`src/rtl/pc_redirect_unit_pkg.sv`:
```
// Shared constants for pc_redirect_unit: FSM encodings, opcode constants, flush-counter sizing.
package pc_redirect_unit_pkg;

  localparam logic [1:0] ST_RST   = 2'd0;
  localparam logic [1:0] ST_FETCH = 2'd1;
  localparam logic [1:0] ST_WAIT  = 2'd2;
  localparam logic [1:0] ST_HALT  = 2'd3;

  localparam logic [6:0] OPC_JALR   = 7'b1100111;
  localparam logic [6:0] OPC_BRANCH = 7'b1100011;

  localparam int unsigned FLUSH_CNT_W = 3;

  // Reload value for the flush counter, kept inside the 1..7 range the counter can hold.
  function automatic logic [FLUSH_CNT_W-1:0] flush_load(input int unsigned n);
    if (n == 0) return FLUSH_CNT_W'(1);
    if (n > 7) return '1;
    return FLUSH_CNT_W'(n);
  endfunction

endpackage

```
`src/rtl/pc_redirect_unit_branch_target_gen.sv`:
```
// Combinational redirect-target adder with jalr bit-0 mask and word-alignment check.
// MISALIGN_TRAP_EN: when defined the raw target is passed through; otherwise bits [1:0] are cleared.
module branch_target_gen
  import pc_redirect_unit_pkg::*;
#(
  parameter int unsigned XLEN = 32
) (
  input  logic            jalr,
  input  logic [XLEN-1:0] pc_ex,
  input  logic [XLEN-1:0] rs1_ex,
  input  logic [XLEN-1:0] imm_ex,
  output logic [XLEN-1:0] target_c,
  output logic            misaligned_c
);

  logic [XLEN-1:0] base;
  logic [XLEN-1:0] sum_raw;

  always_comb begin
    base    = jalr ? rs1_ex : pc_ex;
    sum_raw = base + imm_ex;
    if (jalr) sum_raw = sum_raw & ~XLEN'(1);
    misaligned_c = (sum_raw[1:0] != 2'b00);
`ifdef MISALIGN_TRAP_EN
    target_c = sum_raw;
`else
    target_c = {sum_raw[XLEN-1:2], 2'b00};
`endif
  end

endmodule

```
`src/rtl/pc_redirect_unit.sv`:
```
// Fetch PC owner: issues imem requests, applies branch/jump redirects and drives the flush window.
// MISALIGN_TRAP_EN: when defined, a misaligned taken target traps to HALT instead of redirecting.
module pc_redirect_unit
  import pc_redirect_unit_pkg::*;
#(
  parameter int unsigned    XLEN         = 32,
  parameter logic [XLEN-1:0] RESET_VEC   = 32'h0000_0000,
  parameter int unsigned    FLUSH_CYCLES = 2
) (
  input  logic            clk,
  input  logic            rst,
  input  logic            stall,
  input  logic            branch,
  input  logic            jalr,
  input  logic [XLEN-1:0] pc_ex,
  input  logic [XLEN-1:0] rs1_ex,
  input  logic [XLEN-1:0] imm_ex,
  output logic            imem_req,
  output logic [XLEN-1:0] imem_addr,
  input  logic            imem_ready,
  output logic [XLEN-1:0] pc,
  output logic            flush,
  output logic            redirect,
  output logic            misaligned
);

  logic [1:0]             state, state_nxt;
  logic [XLEN-1:0]        pc_nxt;
  logic                   pend_vld, pend_vld_nxt;
  logic [XLEN-1:0]        pend_tgt, pend_tgt_nxt;
  logic [FLUSH_CNT_W-1:0] fcnt, fcnt_nxt;
  logic                   req_nxt, flush_nxt, redirect_nxt, misaligned_nxt;

  logic [XLEN-1:0]        target;
  logic                   tgt_misaligned;
  logic                   trap;
  logic                   active, take, xfer;

  branch_target_gen #(.XLEN(XLEN)) u_tgt (
    .jalr         (jalr),
    .pc_ex        (pc_ex),
    .rs1_ex       (rs1_ex),
    .imm_ex       (imm_ex),
    .target_c     (target),
    .misaligned_c (tgt_misaligned)
  );

`ifdef MISALIGN_TRAP_EN
  assign trap = tgt_misaligned;
`else
  logic unused_misaligned;
  assign unused_misaligned = tgt_misaligned;
  assign trap = 1'b0;
`endif

  assign imem_addr = pc;

  // A request is outstanding in FETCH and WAIT; branches during the flush window are wrong-path.
  assign active = (state == ST_FETCH) || (state == ST_WAIT);
  assign take   = active && branch && !flush;
  assign xfer   = active && imem_ready;

  always_ff @(posedge clk) begin
    if (rst) begin
      state      <= ST_RST;
      pc         <= RESET_VEC;
      pend_vld   <= 1'b0;
      pend_tgt   <= '0;
      fcnt       <= '0;
      imem_req   <= 1'b0;
      flush      <= 1'b0;
      redirect   <= 1'b0;
      misaligned <= 1'b0;
    end else begin
      state      <= state_nxt;
      pc         <= pc_nxt;
      pend_vld   <= pend_vld_nxt;
      pend_tgt   <= pend_tgt_nxt;
      fcnt       <= fcnt_nxt;
      imem_req   <= req_nxt;
      flush      <= flush_nxt;
      redirect   <= redirect_nxt;
      misaligned <= misaligned_nxt;
    end
  end

  always_comb begin
    state_nxt      = state;
    pc_nxt         = pc;
    pend_vld_nxt   = pend_vld;
    pend_tgt_nxt   = pend_tgt;
    fcnt_nxt       = (fcnt != '0) ? fcnt - FLUSH_CNT_W'(1) : '0;
    redirect_nxt   = 1'b0;
    misaligned_nxt = 1'b0;

    case (state)
      ST_RST:   state_nxt = ST_FETCH;
      ST_FETCH: if (!imem_ready) state_nxt = ST_WAIT;
      ST_WAIT:  if (imem_ready) state_nxt = ST_FETCH;
      ST_HALT:  state_nxt = ST_HALT;
      default:  state_nxt = ST_RST;
    endcase

    // Completed transfer: pending redirect, then stall hold, then sequential.
    if (xfer) begin
      pend_vld_nxt = 1'b0;
      if (pend_vld)   pc_nxt = pend_tgt;
      else if (!stall) pc_nxt = pc + XLEN'(4);
    end

    if (take) begin
      fcnt_nxt = flush_load(FLUSH_CYCLES);
      if (trap) begin
        misaligned_nxt = 1'b1;
        pend_vld_nxt   = 1'b0;
        state_nxt      = ST_HALT;
      end else begin
        redirect_nxt = 1'b1;
        // In WAIT the address must hold until the response; park the target until then.
        if ((state == ST_FETCH) || imem_ready) begin
          pc_nxt       = target;
          pend_vld_nxt = 1'b0;
        end else begin
          pend_vld_nxt = 1'b1;
          pend_tgt_nxt = target;
        end
      end
    end

    req_nxt   = (state_nxt == ST_FETCH) || (state_nxt == ST_WAIT);
    flush_nxt = (fcnt_nxt != '0);
  end

endmodule

```
`config.mk`:
```
export PLATFORM = sky130hd
export DESIGN_NAME = pc_redirect_unit
export DESIGN_NICKNAME = d
export VERILOG_FILES = /design/src/rtl/pc_redirect_unit_pkg.sv /design/src/rtl/pc_redirect_unit_branch_target_gen.sv /design/src/rtl/pc_redirect_unit.sv
export SDC_FILE = /design/constraint.sdc
export NUM_CORES = 1
export LEC_CHECK = 0
export BUFFER_PORTS_ARGS = -buffer_cell sky130_fd_sc_hd__buf_2
export CAP_MARGIN = 5
export CORE_MARGIN = 2
export CORE_UTILIZATION = 44
export DETAILED_ROUTE_END_ITERATION = 8
export GPL_TIMING_DRIVEN = 1
export HOLD_SLACK_MARGIN = 0.03
export PLACE_DENSITY_LB_ADDON = 0.05
export SYNTH_ARGS = -nofsm -noshare
export SYNTH_HDL_FRONTEND = slang
export SYNTH_HIERARCHICAL = 1
export SYNTH_SLANG_ARGS = --single-unit
export TNS_END_PERCENT = 50
```
`constraint.sdc`:
```
create_clock -name clk -period 6.3 [get_ports clk]
set_input_delay 0.945 -clock clk [delete_from_list [all_inputs] [get_ports clk]]
set_output_delay 0.945 -clock clk [all_outputs]
set_load 0.02 [all_outputs]
```
* Word level (Yosys, flattened, before mapping) *
Cells that the tools add are included.

cells by class
  reductions and logical operators = 12
  eq/ne operators = 5
  bitwise logic cells = 1
  $add $sub $neg = 3
  mux-type cells = 15

operators by type and width
  operator                                          number
  two-way mux 32 bit                                6
  adder 32 x 3 -> 32 bit, second input constant     1
  adder 32 bit                                      1
  case mux 2 bit (4 select lines)                   1
  == test 2 bit, second input constant              3
  two-way mux 3 bit                                 2
  nonzero test 3 bit                                2
  == test 2 x 1 -> 1 bit, second input constant     2
  two-way mux 1 bit                                 4
  two-way mux 2 bit                                 2
  logical AND 1 bit                                 3
  logical OR 1 bit                                  3
  subtractor 3 x 1 -> 3 bit, second input constant  1
  logical NOT 2 bit                                 1
  AND reduction 2 bit                               1
  nonzero test 2 bit                                1
  logical NOT 1 bit                                 1
  NOT 1 bit                                         1

storage, ports and cells
  flip-flop bits (word level) = 71
  input bits = 102
  word-level logic and storage cells = 44
  output and inout port bits = 68

* Longest topological paths before layout *
  depth in word-level cells = 6
  gate-level depth with buffers = 16
  mapped depth without buffers = 14

* Cells and area by module *
The synthesis kept the hierarchy.

modules (own cells, without submodules)
  module             area each (um^2)  cells each  times used  seq. area each (um^2)
  pc_redirect_unit   4,101.4           539         1           1,461.4
  branch_target_gen  2,125.8           270         1           0.0

* Least setup slack after synthesis *
OpenSTA, ideal clock, no wires.

  path kind = input -> register
  start = in jalr
  end = reg pc[30] (netlist: imem_addr[30])
  stages on the path = 14
  data arrival time = 4.323 ns
  buffers on the path = 2
  required time = 6.209 ns
  setup time = 0.091 ns
  setup slack = 1.886 ns
  cell sequence = clkbuf_1 > clkbuf_1 > mux2_2 > ha_1 > a21o_1 > a221oi_2 > o21ai_2 > and4b_4 > o2111ai_2 > a21oi_1 > a211oi_2 > nor2_1 > or4_1 > a311oi_1

between the ends
  cells in the longest elaborated chain, start to end = 4

ends and longest elaborated chain
  item                    line                                      text
  start: declaration      pc_redirect_unit.sv:14                    input logic jalr,
  two-way mux 32 bit      pc_redirect_unit_branch_target_gen.sv:20  base = jalr ? rs1_ex : pc_ex;
  adder 32 bit            pc_redirect_unit_branch_target_gen.sv:21  sum_raw = base + imm_ex;
  net target[30]          pc_redirect_unit.sv:34                    logic [XLEN-1:0] target;
  two-way mux 32 bit      pc_redirect_unit.sv:120                   if ((state == ST_FETCH) || imem_ready) begin
  two-way mux 32 bit      pc_redirect_unit.sv:111                   if (take) begin
  end signal: assignment  pc_redirect_unit.sv:76                    pc <= pc_nxt;
  end: declaration        pc_redirect_unit.sv:21                    output logic [XLEN-1:0] pc,

The timed path passes the listed nets, and every way through them passes these cells.
A chain may end at the register's enable or synchronous reset.

* Worst setup path in the final report *
  start = in jalr
  end = reg pc[26] (netlist: imem_addr[26])

The elaborated chain is that of the path after synthesis.

==> summary.txt <==
actual slew at the worst max-slew pin = 1060 ps
Reg2Reg Capture Point = imem_addr[29]$_SDFF_PP0_
RSZ-0062 raised after global routing = no
Post-Synthesis Cell Area = 0.00622 mm^2
vias in the first global route = 5747
Resize count post-CTS = 0
relative slew slack = 29.6%
share of cells above drive strength 1 = 27.0%
chip width = 123 um
Slew Viols, Final = 0
CTS Buffer Depth = 2
Hold Path Class = register to register
Reg2Reg Depth = 7
total CTS buffers = 9
Reg clk slew, reported paths = 60 ps
endpoint class of the critical path = register
final net count = 1056
core box area = 0.0138 mm^2
Fin. Hold Viols = 0
period utilization = 68.0%
crit-path max FO = 22
Worst Skew = 10.2 ps
GRT Resource Usage Total = 23.6%
I/O pins = 170
Crit-path slowest cell = ha_1
Starting Density = 45.0%
leakage = 3.11 nW
R2R setup slack = 3340 ps
largest net degree at the start of global routing = 69
Die Y-Extent = 123 um
TritonCTS clock tree = yes
total global routing overflow = 0
max-cap violations = 0
DRT Pass-1 Iters = 5
hpwl dp = 13000 um
fin cells = 1101
Layout area overhead = 15.3%
CTS root buf = clkbuf_16
routed wire length per instance = 16.1 um
input/output buffers = 168
clock latency on the worst-skew pair = 340 ps
Synth Area per Inst = 7.70 um^2
status = finished clean
hold path cells = 2
CTS H-tree depth = 3
f_max = 0.233 GHz
post-route antenna net violation count = 0
final wirelength = 17800 um
sequential cell area = 0.00146 mm^2
YS warnings = 6
Rows = 43
# fillers = 1344
Worst setup endpoint = imem_addr[26]$_SDFF_PP0_
CP Data Arrival Time = 4570 ps
TritonCTS Sinks = 73
CP max stage delay = 430 ps
area of the multi-input gates = 0.00427 mm^2
Gate Count Post-Synth = 807
antenna violations before repair = 0
Vias/cell = 5.73
Setup crit start kind = primary input
placed cell count = 1085
Critical Path RT = 6580 ps
Worst R2R Start = state[0]$_SDFF_PP0_
Setup Viol. Count Final = 0
hold-fix buffer count after cts = 0
# diodes = 0
DR vias = 6304
Final min period = 4290 ps
global-route wire length before repair = 28300 um
post-CTS setup buffers = 0
Die ar. = 0.0151 mm^2
power density cells = 220 mW/mm^2
setup_tns = 0 ps
routability cong. = 0.875
initial detailed-routing violation count = 513
VDD IR max = 0.106 mV
CP Cell Sequence = buf_2 -> buf_4 -> mux2_2 -> ha_1 -> nand2_1 -> o21ai_0 -> a211oi_1 -> o21ai_0 -> o2111ai_2 -> and2_4 -> o311ai_2 -> o31a_1 -> nand3b_1 -> mux2_2 -> nand2_1
crit path from = jalr
WS Path Type = primary input to register
DRC = 0
==> sequential cells by signal, summed over array words and instances, names as in the netlist <==
signal     cells
imem_req       1
pend_vld       1
redirect       1
fcnt           3
state          2
flush          1
pend_tgt      32
imem_addr     32
==> power breakdown <==
part	internal (mW)	switching (mW)	leakage (nW)	total, mW
clock network	0.288	0.194	0.133	0.482
logic	0.223	0.340	2.38	0.563
registers	0.491	0.0396	0.593	0.531
total	1.00	0.574	3.11	1.58
==> routing by layer <==
| metal | routed length, um | track usage (%) | up-vias | part of all wire (%) |
|---|---|---|---|---|
| met1 | 8170 | 31.8 | 2906 | 46 |
| met4 | 312 | 8.26 | 0 | 1.8 |
| met2 | 8180 | 39.2 | 227 | 46 |
| met5 | 0 | 0 | - | 0 |
| li1 | - | - | 3147 | - |
| met3 | 1100 | 2.18 | 24 | 6.2 |
==> critical path, delay by kind of cell <==
family | cells | cell delay (ps)
fa+ha+maj | 1 | 430
mux | 2 | 670
buf+inv | 2 | 560
compound gates | 6 | 1500
simple gates | 4 | 480
==> area by class of cell <==
type	instances	area share [%]
clock inverter	2	0.175
multi-input combinational	646	59.6
inverter	11	0.576
sequential	73	20.4
tap	180	3.14
timing repair buffer	175	12.5
clock buffer	14	3.68
==> per-stage QoR <==
step	total power, mW	hold slack (ps)	worst slack [ps]	util, %	area (um^2)
floorplan	0.958	424	1890	-	6220
global placement	1.09	437	1720	49.9	6890
detailed placement	1.10	443	1640	49.9	6890
CTS	1.58	451	1980	51.9	7170
global route	1.66	476	1680	51.9	7170
finish	1.58	451	2010	51.9	7170
==> worst min-delay path by stage <==
| stage | from | endpoint |
|---|---|---|
| floorplan | fcnt[0]$_SDFF_PP0_ | fcnt[0]$_SDFF_PP0_ |
| global placement | pend_tgt[18]$_SDFFE_PP0P_ | pend_tgt[18]$_SDFFE_PP0P_ |
| detailed placement | pend_tgt[25]$_SDFFE_PP0P_ | pend_tgt[25]$_SDFFE_PP0P_ |
| CTS | pend_tgt[18]$_SDFFE_PP0P_ | pend_tgt[18]$_SDFFE_PP0P_ |
| global route | pend_tgt[9]$_SDFFE_PP0P_ | pend_tgt[9]$_SDFFE_PP0P_ |
| finish | pend_tgt[18]$_SDFFE_PP0P_ | pend_tgt[18]$_SDFFE_PP0P_ |
==> cells in the final DEF, fill, tap and decap left out, types with 9 or more instances in the layout <==
cell	instances
mux2_2	33
nand2b_1	9
nand3_1	25
clkbuf_16	9
xor2_1	13
xnor2_1	15
buf_2	168
o21ai_0	30
nor2_1	64
nand4_1	17
and3_1	12
inv_1	10
nor3_1	20
nor4_1	10
dfxtp_1	73
a21oi_1	91
a21o_1	15
nand2_1	110
ha_1	37
a211oi_1	10
(Power assumes the default switching activity.)
